[src/rtl/id_ex_pkg.sv]
// Shared ID/EX definitions: default field widths, packed payload layout and helpers.
// Reused by the control unit and the forwarding logic.
package id_ex_pkg;

  localparam int unsigned DATA_W = 32;
  localparam int unsigned ALUC_W = 4;
  localparam int unsigned REGN_W = 5;

  localparam int unsigned PAYLOAD_W = 5 + ALUC_W + REGN_W + 3 * DATA_W;

  // Bit offsets (LSB) of each field inside the packed payload, default widths
  localparam int unsigned IMME_LSB   = 0;
  localparam int unsigned QB_LSB     = IMME_LSB + DATA_W;
  localparam int unsigned QA_LSB     = QB_LSB + DATA_W;
  localparam int unsigned WN_LSB     = QA_LSB + DATA_W;
  localparam int unsigned ALUIMM_BIT = WN_LSB + REGN_W;
  localparam int unsigned SHIFT_BIT  = ALUIMM_BIT + 1;
  localparam int unsigned ALUC_LSB   = SHIFT_BIT + 1;
  localparam int unsigned WMEM_BIT   = ALUC_LSB + ALUC_W;
  localparam int unsigned M2REG_BIT  = WMEM_BIT + 1;
  localparam int unsigned WREG_BIT   = M2REG_BIT + 1;

  typedef struct packed {
    logic              wreg;
    logic              m2reg;
    logic              wmem;
    logic [ALUC_W-1:0] aluc;
    logic              shift;
    logic              aluimm;
    logic [REGN_W-1:0] wn;
    logic [DATA_W-1:0] qa;
    logic [DATA_W-1:0] qb;
    logic [DATA_W-1:0] imme_or_sa;
  } id_ex_payload_t;

  function automatic int unsigned payload_w(input int unsigned dw,
                                            input int unsigned aw,
                                            input int unsigned rw);
    return 5 + aw + rw + 3 * dw;
  endfunction

endpackage

[src/rtl/pipe_skid_slot.sv]
// One payload register with a valid bit; sync clear beats load, data holds on clear.
module pipe_skid_slot #(
  parameter int unsigned W = 8
) (
  input  logic         clk,
  input  logic         clr,
  input  logic         load,
  input  logic         clear,
  input  logic [W-1:0] d,
  output logic         valid,
  output logic [W-1:0] q
);

  logic         valid_q, valid_d;
  logic [W-1:0] data_q, data_d;

  always_comb begin
    valid_d = valid_q;
    data_d  = data_q;
    if (clear) begin
      valid_d = 1'b0;
    end else if (load) begin
      valid_d = 1'b1;
      data_d  = d;
    end
  end

  always_ff @(posedge clk or posedge clr) begin
    if (clr) begin
      valid_q <= 1'b0;
      data_q  <= '0;
    end else begin
      valid_q <= valid_d;
      data_q  <= data_d;
    end
  end

  assign valid = valid_q;
  assign q     = data_q;

endmodule

[src/rtl/id_ex_pipe_stage.sv]
// ID/EX pipeline register with valid/ready handshake, flush, optional skid slot,
// bubble gating of side-effect controls and a saturating bubble counter.
module id_ex_pipe_stage
  import id_ex_pkg::*;
#(
  parameter int unsigned DATA_W = id_ex_pkg::DATA_W,
  parameter int unsigned REGN_W = id_ex_pkg::REGN_W,
  parameter int unsigned ALUC_W = id_ex_pkg::ALUC_W,
  parameter int unsigned SKID   = 1,
  parameter int unsigned CNT_W  = 16
) (
  input  logic              clk,
  input  logic              clr,
  input  logic              flush,
  input  logic              in_valid,
  output logic              in_ready,
  input  logic              wreg,
  input  logic              m2reg,
  input  logic              wmem,
  input  logic              shift,
  input  logic              aluimm,
  input  logic [ALUC_W-1:0] aluc,
  input  logic [REGN_W-1:0] wn,
  input  logic [DATA_W-1:0] qa,
  input  logic [DATA_W-1:0] qb,
  input  logic [DATA_W-1:0] immeOrSa,
  input  logic              out_ready,
  output logic              EXvalid,
  output logic              EXwreg,
  output logic              EXm2reg,
  output logic              EXwmem,
  output logic              EXshift,
  output logic              EXaluimm,
  output logic [ALUC_W-1:0] EXaluc,
  output logic [REGN_W-1:0] EXwn,
  output logic [DATA_W-1:0] EXqa,
  output logic [DATA_W-1:0] EXqb,
  output logic [DATA_W-1:0] EXimmeOrSa,
  output logic [CNT_W-1:0]  bubble_cnt
);

  localparam int unsigned PW = payload_w(DATA_W, ALUC_W, REGN_W);

  logic [PW-1:0]    in_payload, main_d_in, main_data, skid_data;
  logic             main_valid, skid_valid;
  logic             main_load, main_clear, skid_load, skid_clear;
  logic             accept, consume;
  logic             ex_wreg_raw, ex_m2reg_raw, ex_wmem_raw;
  logic [CNT_W-1:0] cnt_q, cnt_d;

  assign in_payload = {wreg, m2reg, wmem, aluc, shift, aluimm, wn, qa, qb, immeOrSa};

  // Handshake and slot steering; flush overrides every other action
  always_comb begin
    main_load  = 1'b0;
    main_clear = 1'b0;
    skid_load  = 1'b0;
    skid_clear = 1'b0;
    main_d_in  = in_payload;
    if (SKID != 0) begin
      in_ready = ~flush & ~skid_valid;
    end else begin
      in_ready = ~flush & (~main_valid | out_ready);
    end
    accept  = in_valid & in_ready;
    consume = main_valid & out_ready;
    if (flush) begin
      main_clear = 1'b1;
      skid_clear = 1'b1;
    end else if (skid_valid && consume) begin
      main_load  = 1'b1;
      main_d_in  = skid_data;
      skid_clear = 1'b1;
    end else if (accept && (!main_valid || consume)) begin
      main_load = 1'b1;
    end else if (accept) begin
      skid_load = 1'b1;
    end else if (consume) begin
      main_clear = 1'b1;
    end
  end

  pipe_skid_slot #(.W(PW)) u_main (
    .clk   (clk),
    .clr   (clr),
    .load  (main_load),
    .clear (main_clear),
    .d     (main_d_in),
    .valid (main_valid),
    .q     (main_data)
  );

  generate
    if (SKID != 0) begin : g_skid
      pipe_skid_slot #(.W(PW)) u_skid (
        .clk   (clk),
        .clr   (clr),
        .load  (skid_load),
        .clear (skid_clear),
        .d     (in_payload),
        .valid (skid_valid),
        .q     (skid_data)
      );
    end else begin : g_no_skid
      logic unused_skid_ctl;
      assign skid_valid      = 1'b0;
      assign skid_data       = '0;
      assign unused_skid_ctl = ^{skid_load, skid_clear};
    end
  endgenerate

  assign {ex_wreg_raw, ex_m2reg_raw, ex_wmem_raw, EXaluc, EXshift, EXaluimm,
          EXwn, EXqa, EXqb, EXimmeOrSa} = main_data;

  // A bubble must never write the register file or memory
  assign EXvalid  = main_valid;
  assign EXwreg   = ex_wreg_raw  & main_valid;
  assign EXm2reg  = ex_m2reg_raw & main_valid;
  assign EXwmem   = ex_wmem_raw  & main_valid;

  always_comb begin
    cnt_d = cnt_q;
    if (out_ready && !main_valid && (cnt_q != '1)) begin
      cnt_d = cnt_q + CNT_W'(1);
    end
  end

  always_ff @(posedge clk or posedge clr) begin
    if (clr) begin
      cnt_q <= '0;
    end else begin
      cnt_q <= cnt_d;
    end
  end

  assign bubble_cnt = cnt_q;

endmodule

[config.mk]
export PLATFORM = sky130hd
export DESIGN_NAME = id_ex_pipe_stage
export DESIGN_NICKNAME = d
export VERILOG_FILES = /design/src/rtl/id_ex_pkg.sv /design/src/rtl/pipe_skid_slot.sv /design/src/rtl/id_ex_pipe_stage.sv
export SDC_FILE = /design/constraint.sdc
export NUM_CORES = 1
export LEC_CHECK = 0
export CORE_UTILIZATION = 33
export DETAILED_ROUTE_END_ITERATION = 10
export HOLD_SLACK_MARGIN = 0.12
export SLEW_MARGIN = 5
export SYNTH_ARGS = -nofsm -noshare
export SYNTH_HDL_FRONTEND = slang
export SYNTH_SLANG_ARGS = --single-unit
[constraint.sdc]
create_clock -name clk -period 19.9 [get_ports clk]
set_input_delay 3.98 -clock clk [delete_from_list [all_inputs] [get_ports clk]]
set_output_delay 3.98 -clock clk [all_outputs]
set_load 0.01 [all_outputs]
==> results.yml, run 1 <==
layout:
  syn2layout_area_growth_pct: 27.7
  final_nets: 1147
  layout_commonest_cell: "clkdlybuf4s50_1"
  final_util_pct: 42.7
  fill_cells: 3041
  diodes: 0
  drive_above_1_share_pct: 16.1
  final_cells: 1494
  layout_common_cells: "242 x clkdlybuf4s50_1, 238 x dfrtp_1, 115 x nor2_1, 113 x a21oi_1, 111 x mux2i_1"
die:
  die_h_um: 183
  die_w_um: 183
  start_util_pct: 33.5
  ios: 243
  core_area_sq_um: 32500
  fp-row-count: 66
  fp.dieArea_sq_um: 33600
detailed_routing:
  first_iter_violations: 223
  drc: 0
  dr.pass1.iters: 4
  drt-total-wl_um: 23000
  wl_per_cell_um: 15.4
  antenna_left: 0
  num_vias: 6831
  via_per_inst: 4.57
sta:
  min_period_ps: 9250
  finalHoldViolations: 0
  worst_pin_slew_ps: 1000
  rsz0062_at_grt: "false"
  relSlewSlack_pct: 33.3
  finalMaxSlewViolations: 0
  fin_setup_tns_ps: 0
  clock.fmax_ghz: 0.108
  fin_skew_ps: 11.4
  period_share_pct: 46.5
  hold_ws_ps: 484
  setup_viol: 0
synthesis:
  synth_area_sq_um: 10900
  synth_nets: 1021
  seq_area_frac_synth_pct: 54.8
  synth_seq_cells: 238
  synthAdderAreaFrac_pct: 0.115
  yosys_warnings: 0
  synthCells: 905
  synth_compound_area_share_pct: 5.90
  synth_simple_gate_area_share_pct: 6.54
  synth_cell_types: 39
  synthMuxAreaShare_pct: 21.9
  synth_area_per_cell_sq_um: 12.0
  synth_top_family_by_area: "multiplexers"
  synth_xor_area_share_pct: 0.968
cts:
  tritoncts: "yes"
  cts_max_level: 1
  clockRootBuffer: "clkbuf_16"
  cts_inserted_buffers: 28
  clk_latency_ps: 530
  clk_path_buf_depth: 3
  post_cts_buffers: 0
  cts_resized: 0
  cts_hold_buf: 0
  clkTransAtPathRegs_ps: 60
  cts.sinks: 238
global_route:
  antenna_found_initial: 0
  grt_max_degree: 221
  grt_pass1_vias: 7057
  grt-ovfl-total: 0
  grt_first_pass_wirelength_um: 37200
  grt_use_total_pct: 13.7
critical_path:
  arrival_ps: 5270
  cpMostUsedCell: "clkdlybuf4s50_1"
  critPathMaxFanout: 6
  reg2reg_from: "u_main.valid"
  startpoint: "flush"
  cp_cell_sequence: "clkdlybuf4s50_1 -> nor2_1 -> clkdlybuf4s50_1"
  worstSetupEndpointType: "output pin"
  max_stage_delay_ps: 570
  start_kind: "input pin"
  cpMaxStageDelayCell: "clkdlybuf4s50_1"
  reg2regPathDepth: 5
  crit_required_ps: 15920
  r2r-end: "u_main.q[109]"
  path_class: "in2out"
  worst-r2r-setup-slack_ps: 17510
worst_hold_path:
  worst_hold_path.endpoint: "g_skid.u_skid.q[95]"
  hold_depth: 1
  min_from: "g_skid.u_skid.q[95]"
  hold_path_class: "reg2reg"
power:
  p_leak_nw: 6.43
  powerDensity_nw_per_um2: 108
  peakVddDrop_mv: 0.0527
status:
  status: "complete, no violations"
placement:
  hpwl_um: 14300
  post-place-cells: 1443
  gp_congestion: 0.731
  portBuffers: 242
job:
  max-cap-violations: 0
worst max-delay path: cells and delay by family:
family / cells / cell delay [ps]
and+or+nand+nor: 1 / 170
buffers and inverters: 2 / 1120
worst max path at each step:
stage	slack [ps]	to	cells past startpoint
2_1_floorplan	9390	bubble_cnt[0]	1
3_3_place_gp	10660	in_ready	3
3_5_place_dp	10660	in_ready	3
4_1_cts	10650	in_ready	3
5_1_grt	10610	in_ready	3
6_report	10650	in_ready	3
flip-flops by register name, indices dropped and copies added, names as in the netlist:
name,flops
bubble_cnt,16
g_skid.u_skid.valid,1
g_skid.u_skid.q,110
u_main.q,110
u_main.valid,1
kinds of logic after synthesis:
group,after synthesis
buffers and inverters,156
and+or+nand+nor,155
muxes,223
xor gates and xnor gates,12
DFF,238
AOI/OAI and AO/OA,120
adders and majority gates,1
routing by layer:
layer | vias to the layer above | GRT usage [%] | wire length [um]
met5 | - | 0 | 0
met4 | 0 | 3.23 | 355
met3 | 30 | 4.85 | 1980
met2 | 166 | 22.0 | 10600
met1 | 3350 | 17.6 | 10100
li1 | 3285 | - | -
through the flow:
step	setup slack, ps	total power, mW	area (sq um)
3_5_place_dp	10660	0.976	12900
3_3_place_gp	10660	0.967	12900
4_1_cts	10650	1.53	13900
6_report	10650	1.50	13900
2_1_floorplan	9390	0.866	10900
5_1_grt	10610	1.58	13900
area by class of cell:
class / instances / area (sq um) / area share, %
multi-input combinational: 511 / 3860 / 27.8
tap: 442 / 553 / 3.99
clock buffer: 38 / 820 / 5.91
inverter: 2 / 15.0 / 0.108
sequential: 238 / 5960 / 42.9
timing repair buffer: 250 / 2490 / 18.0
clock inverter: 13 / 170 / 1.23
power breakdown:
part	total [mW]	internal [mW]	switching, mW	leakage (nW)
sequential	0.658	0.596	0.0626	2.79
clock	0.539	0.338	0.201	0.488
combinational	0.304	0.183	0.122	3.14
cells in the mapped netlist, drive strengths merged:
cell / count / share of area, %
buf: 151 / 9.6
a2111oi: 1 / 0.25
o21a: 1 / 0.069
ha: 1 / 0.12
and2: 5 / 0.29
or2: 1 / 0.058
nor4: 2 / 0.25
nor3: 5 / 0.23
xor2: 10 / 0.81
a21oi: 113 / 5.2
o21ai: 1 / 0.046
nor2: 116 / 4.0
nand2: 5 / 0.17
mux2i: 111 / 10
xnor2: 2 / 0.16
and4: 3 / 0.24
nor2b: 1 / 0.058
inv: 2 / 0.069
nand4b: 1 / 0.081
nand2b: 2 / 0.12
and4b: 1 / 0.092
mux2: 112 / 12
o2111ai: 1 / 0.081
a31oi: 1 / 0.058
a211oi: 2 / 0.18
nand3: 5 / 0.23
nand3b: 1 / 0.069
dfrtp: 238 / 55
clkbuf: 3 / 0.10
nor4b: 2 / 0.22
nand4: 5 / 0.40
Note: power is estimated with default switching activity, not from simulation.
==> run 2: changes to the inputs <==
==> constraint.sdc (replaced) <==
create_clock -name clk -period 8.6 [get_ports clk]
set_input_delay 1.72 -clock clk [delete_from_list [all_inputs] [get_ports clk]]
set_output_delay 1.72 -clock clk [all_outputs]
set_load 0.01 [all_outputs]
==> run 2 against run 1 <==
Effect of this change:
- routed wire length increased by 0.68%
- clock skew decreased by 3.5 ps
- power increased by 130%
- sequential share of layout area increased by 0.074 points
- critical endpoint unchanged
- largest cell class unchanged
- largest power group unchanged
==> results.yml, run 2 (same netlist as run 1, synthesis figures left out) <==
status:
  status: "complete, no violations"
detailed_routing:
  drt-total-wl_um: 23200
  via_per_inst: 4.56
  num_vias: 6809
  wl_per_cell_um: 15.5
  drc: 0
  antenna_left: 0
  first_iter_violations: 298
  dr.pass1.iters: 6
layout:
  drive_above_1_share_pct: 15.4
  layout_common_cells: "242 x clkdlybuf4s50_1, 238 x dfrtp_1, 115 x nor2_1, 113 x a21oi_1, 111 x mux2i_1"
  fin_area_sq_um: 13800
  layout_commonest_cell: "clkdlybuf4s50_1"
  diodes: 0
  final_nets: 1145
  syn2layout_area_growth_pct: 27.5
  fill_cells: 3062
global_route:
  grt_use_total_pct: 13.9
  grt_max_degree: 221
  grt_first_pass_wirelength_um: 37300
  grt_pass1_vias: 6846
  grt-ovfl-total: 0
  antenna_found_initial: 1
critical_path:
  r2r-end: "g_skid.u_skid.q[16]"
  reg2reg_from: "u_main.valid"
  startpoint: "flush"
  arrival_ps: 2990
  start_kind: "input pin"
  reg2regPathDepth: 4
  worstSetupEndpointType: "output pin"
  critPathMaxFanout: 6
  crit_required_ps: 6880
  path_class: "in2out"
  crit_end: "in_ready"
  worst-r2r-setup-slack_ps: 5700
power:
  pwr-share-comb_pct: 20.4
  power.total_mw: 3.46
  clockPowerShare_pct: 35.5
  p_switching_uw: 890
  peakVddDrop_mv: 0.156
  intPower_mw: 2.57
  switching_share_pct: 25.7
  powerDensity_nw_per_um2: 250
  p_leak_nw: 6.41
  seqPwrFrac_pct: 44.1
die:
  ios: 243
  die_w_um: 183
  fp-row-count: 66
  die_h_um: 183
  fp.dieArea_sq_um: 33600
  start_util_pct: 33.5
  core_area_sq_um: 32500
placement:
  gp_congestion: 0.749
  place_area_sq_um: 12900
  portBuffers: 242
  hpwl_um: 14200
cts:
  post_cts_buffers: 0
  clockRootBuffer: "clkbuf_16"
  tritoncts: "yes"
  clk_latency_ps: 530
  clk_path_buf_depth: 3
  cts_resized: 0
  cts_inserted_buffers: 28
  cts_hold_buf: 0
  cts.sinks: 238
  clkTransAtPathRegs_ps: 60
  cts_max_level: 1
sta:
  period_share_pct: 54.7
  rsz0062_at_grt: "false"
  clock.fmax_ghz: 0.212
  fin_skew_ps: 7.84
  setup_viol: 0
  worst_pin_slew_ps: 963
  fin_setup_tns_ps: 0
  hold_ws_ps: 484
  finalHoldViolations: 0
  relSlewSlack_pct: 35.8
  min_period_ps: 4710
  finalMaxSlewViolations: 0
worst_hold_path:
  hold_path_class: "reg2reg"
job:
  max-cap-violations: 0
run 2: changes by cell type in the layout (fill, tap and decap cells not counted), sizes merged:
| cell | delta |
|---|---|
| clkinvlp | -1 |
| clkbuf | +7 |
| bufinv | -1 |
| clkinv | -4 |
| buf | -2 |
run 2: metal layers:
layer | track usage (%) | wire length, um
met5 | 0 | 12
met4 | 3.97 | 618
met3 | 4.56 | 1950
met2 | 21.4 | 10300
met1 | 18.5 | 10300
run 2: worst min path at each step:
stage,from,cells past startpoint,end
after global routing,g_skid.u_skid.q[98],1,g_skid.u_skid.q[98]
after CTS,g_skid.u_skid.q[98],1,g_skid.u_skid.q[98]
after floorplan,g_skid.u_skid.q[91],1,g_skid.u_skid.q[91]
after detailed placement,g_skid.u_skid.q[98],1,g_skid.u_skid.q[98]
after global placement,g_skid.u_skid.q[92],1,g_skid.u_skid.q[92]
final,g_skid.u_skid.q[98],1,g_skid.u_skid.q[98]
run 2: power groups by stage:
stage          combinational (mW)  sequential, mW  clock [mW]
3_3_place_gp                0.700            1.54           0
6_report                    0.705            1.52        1.23
3_5_place_dp                0.713            1.54           0
5_1_grt                     0.769            1.56        1.32
4_1_cts                     0.716            1.53        1.27
2_1_floorplan               0.489            1.52           0
run 2: worst max-delay path: stages:
cell and delay [ps]:
clkdlybuf4s50_1 560, nor2_1 160, clkdlybuf4s50_1 550
run 2: cell type report:
class	count	area, sq um	area share, %
sequential	238	5960	43.0
inverter	2	15.0	0.108
multi-input combinational	511	3860	27.9
timing repair buffer	248	2490	18.0
clock buffer	45	856	6.18
tap	442	553	3.99
clock inverter	7	113	0.813
run 2: through the flow:
step / std cells / util (%) / setup WS [ps]
floorplan: 905 / - / 349
global placement: 1441 / 39.7 / 3900
detailed placement: 1441 / 39.7 / 3900
CTS: 1493 / 42.7 / 3900
global route: 1493 / 42.7 / 3840
finish: 1493 / 42.7 / 3890
==> run 3: changes to the inputs <==
==> constraint.sdc (replaced) <==
create_clock -name clk -period 3.9 [get_ports clk]
set_input_delay 0.78 -clock clk [delete_from_list [all_inputs] [get_ports clk]]
set_output_delay 0.78 -clock clk [all_outputs]
set_load 0.01 [all_outputs]
==> run 3 against run 2 <==
Effect of this change:
- routed wire length rose by 1.2%
- register-to-register slack lost 3800 ps
- cell count rose by 0.54%
- global-route usage up 0.11 points
- clock skew is essentially flat
- sequential cell count is the same
- count of clock-buffer cells in the layout is 3 lower
- sequential share of layout area shrank 0.43 points
- worst hold slack is essentially flat
- die area unchanged
- combinational power up 120%
- critical endpoint unchanged
- largest cell class unchanged
- largest power group unchanged
- highest routed layer is now met4
==> results.yml, run 3 (same netlist as run 1, synthesis figures left out) <==
die:
  die_w_um: 183
  fp.dieArea_sq_um: 33600
  die_h_um: 183
  ios: 243
  fp-row-count: 66
  core_area_sq_um: 32500
  start_util_pct: 33.5
critical_path:
  reg2regPathDepth: 5
  arrival_ps: 2040
  start_kind: "input pin"
  crit_required_ps: 3120
  worstSetupEndpointType: "output pin"
  critPathMaxFanout: 6
  path_class: "in2out"
  startpoint: "flush"
  reg2reg_from: "u_main.valid"
cts:
  clk_latency_ps: 520
  tritoncts: "yes"
  cts_inserted_buffers: 27
  clockRootBuffer: "clkbuf_16"
  clkTransAtPathRegs_ps: 60
  cts_max_level: 1
  cts_resized: 0
  cts.sinks: 238
  clk_path_buf_depth: 3
  cts_hold_buf: 0
  post_cts_buffers: 0
sta:
  setup_slack_ps: 1080
  fin_skew_ps: 7.48
  setup_viol: 0
  finalHoldViolations: 0
  finalMaxSlewViolations: 0
  fin_setup_tns_ps: 0
  min_period_ps: 2820
  rsz0062_at_grt: "false"
  clock.fmax_ghz: 0.354
  relSlewSlack_pct: 65.8
  worst_pin_slew_ps: 513
  period_share_pct: 72.3
power:
  peakVddDrop_mv: 0.321
  pwr-share-comb_pct: 21.1
  p_leak_nw: 6.49
  seqPwrFrac_pct: 45.5
  switching_share_pct: 26.4
  p_switching_mw: 1.96
  intPower_mw: 5.46
  powerDensity_nw_per_um2: 530
  clockPowerShare_pct: 33.4
job:
  max-cap-violations: 0
detailed_routing:
  antenna_left: 0
  dr.pass1.iters: 4
  drt-total-wl_um: 23500
  drc: 0
  first_iter_violations: 248
  via_per_inst: 4.58
  num_vias: 6871
  wl_per_cell_um: 15.6
global_route:
  gr-usage-met2_pct: 22.3
  antenna_found_initial: 1
  grt_pass1_vias: 6833
  grt_first_pass_wirelength_um: 37600
  grt_max_degree: 99
  grt_use_total_pct: 14.0
  busiest_layer: "met2"
  grtUsageMet3_pct: 4.06
  met1_usage_pct: 18.5
  grt-ovfl-total: 0
layout:
  fill_cells: 3037
  syn2layout_area_growth_pct: 28.8
  diodes: 0
  multi_input_area_sq_um: 3860
  layout_common_cells: "242 x clkdlybuf4s50_1, 238 x dfrtp_1, 115 x nor2_1, 113 x a21oi_1, 111 x mux2i_1"
  layout_commonest_cell: "clkdlybuf4s50_1"
  seqCellArea_sq_um: 5960
  final_cells: 1501
  drive_above_1_share_pct: 16.5
  final_nets: 1155
placement:
  dp_slack_ps: 1050
  portBuffers: 242
  post-place-cells: 1452
  hpwl_um: 15500
  gp_congestion: 0.764
worst_hold_path:
  hold_depth: 1
  min_from: "g_skid.u_skid.q[98]"
  hold_path_class: "reg2reg"
status:
  status: "complete, no violations"
[run 3: power by group through the flow]
stage	Sequential (mW)	Clock (mW)	Combinational, mW
floorplan	3.34	0	1.08
global placement	3.40	0	1.56
detailed placement	3.42	0	1.58
CTS	3.38	2.58	1.59
global route	3.46	2.67	1.71
finish	3.37	2.48	1.56
[run 3: critical path, stage by stage]
cell and delay [ps]:
clkdlybuf4s50_1 560, nor2_1 150, clkdlybuf4s50_1 540
[run 3: worst paths after layout]
| kind | endpoint | slack [ps] |
|---|---|---|
| max in group asynchronous | u_main.q[89] | 2290 |
| min in group asynchronous | g_skid.u_skid.q[50] | 610 |
| min reg2reg | g_skid.u_skid.q[98] | 480 |
| max reg2reg | u_main.q[47] | 1900 |
| max | in_ready | 1080 |
| min | g_skid.u_skid.q[98] | 480 |
[run 3: layer usage]
layer  up-vias  share of wire (%)  routed length (um)
li1       3297                  -                   -
met1      3360                 44               10300
met3        38                7.3                1720
met2       176                 46               10900
met5         -                  0                   0
met4         0                2.5                 597
[run 3: through the flow]
stage	utilization, %	cell area [sq um]	power [mW]	hold WS, ps
final	43.1	14000	7.41	484
after global routing	43.1	14000	7.83	491
after CTS	43.1	14000	7.55	487
after detailed placement	40.4	13100	5.00	474
after global placement	40.4	13100	4.96	468
after floorplan	-	10900	4.42	457
[run 3: final cells by class]
cell class / count / area share, %
inverters: 2 / 0.0805
clock inverters: 7 / 0.277
well taps: 442 / 3.95
flip-flops and latches: 238 / 42.6
repair buffers: 259 / 19.5
multi-input cells: 511 / 27.6
clock buffers: 42 / 6.02
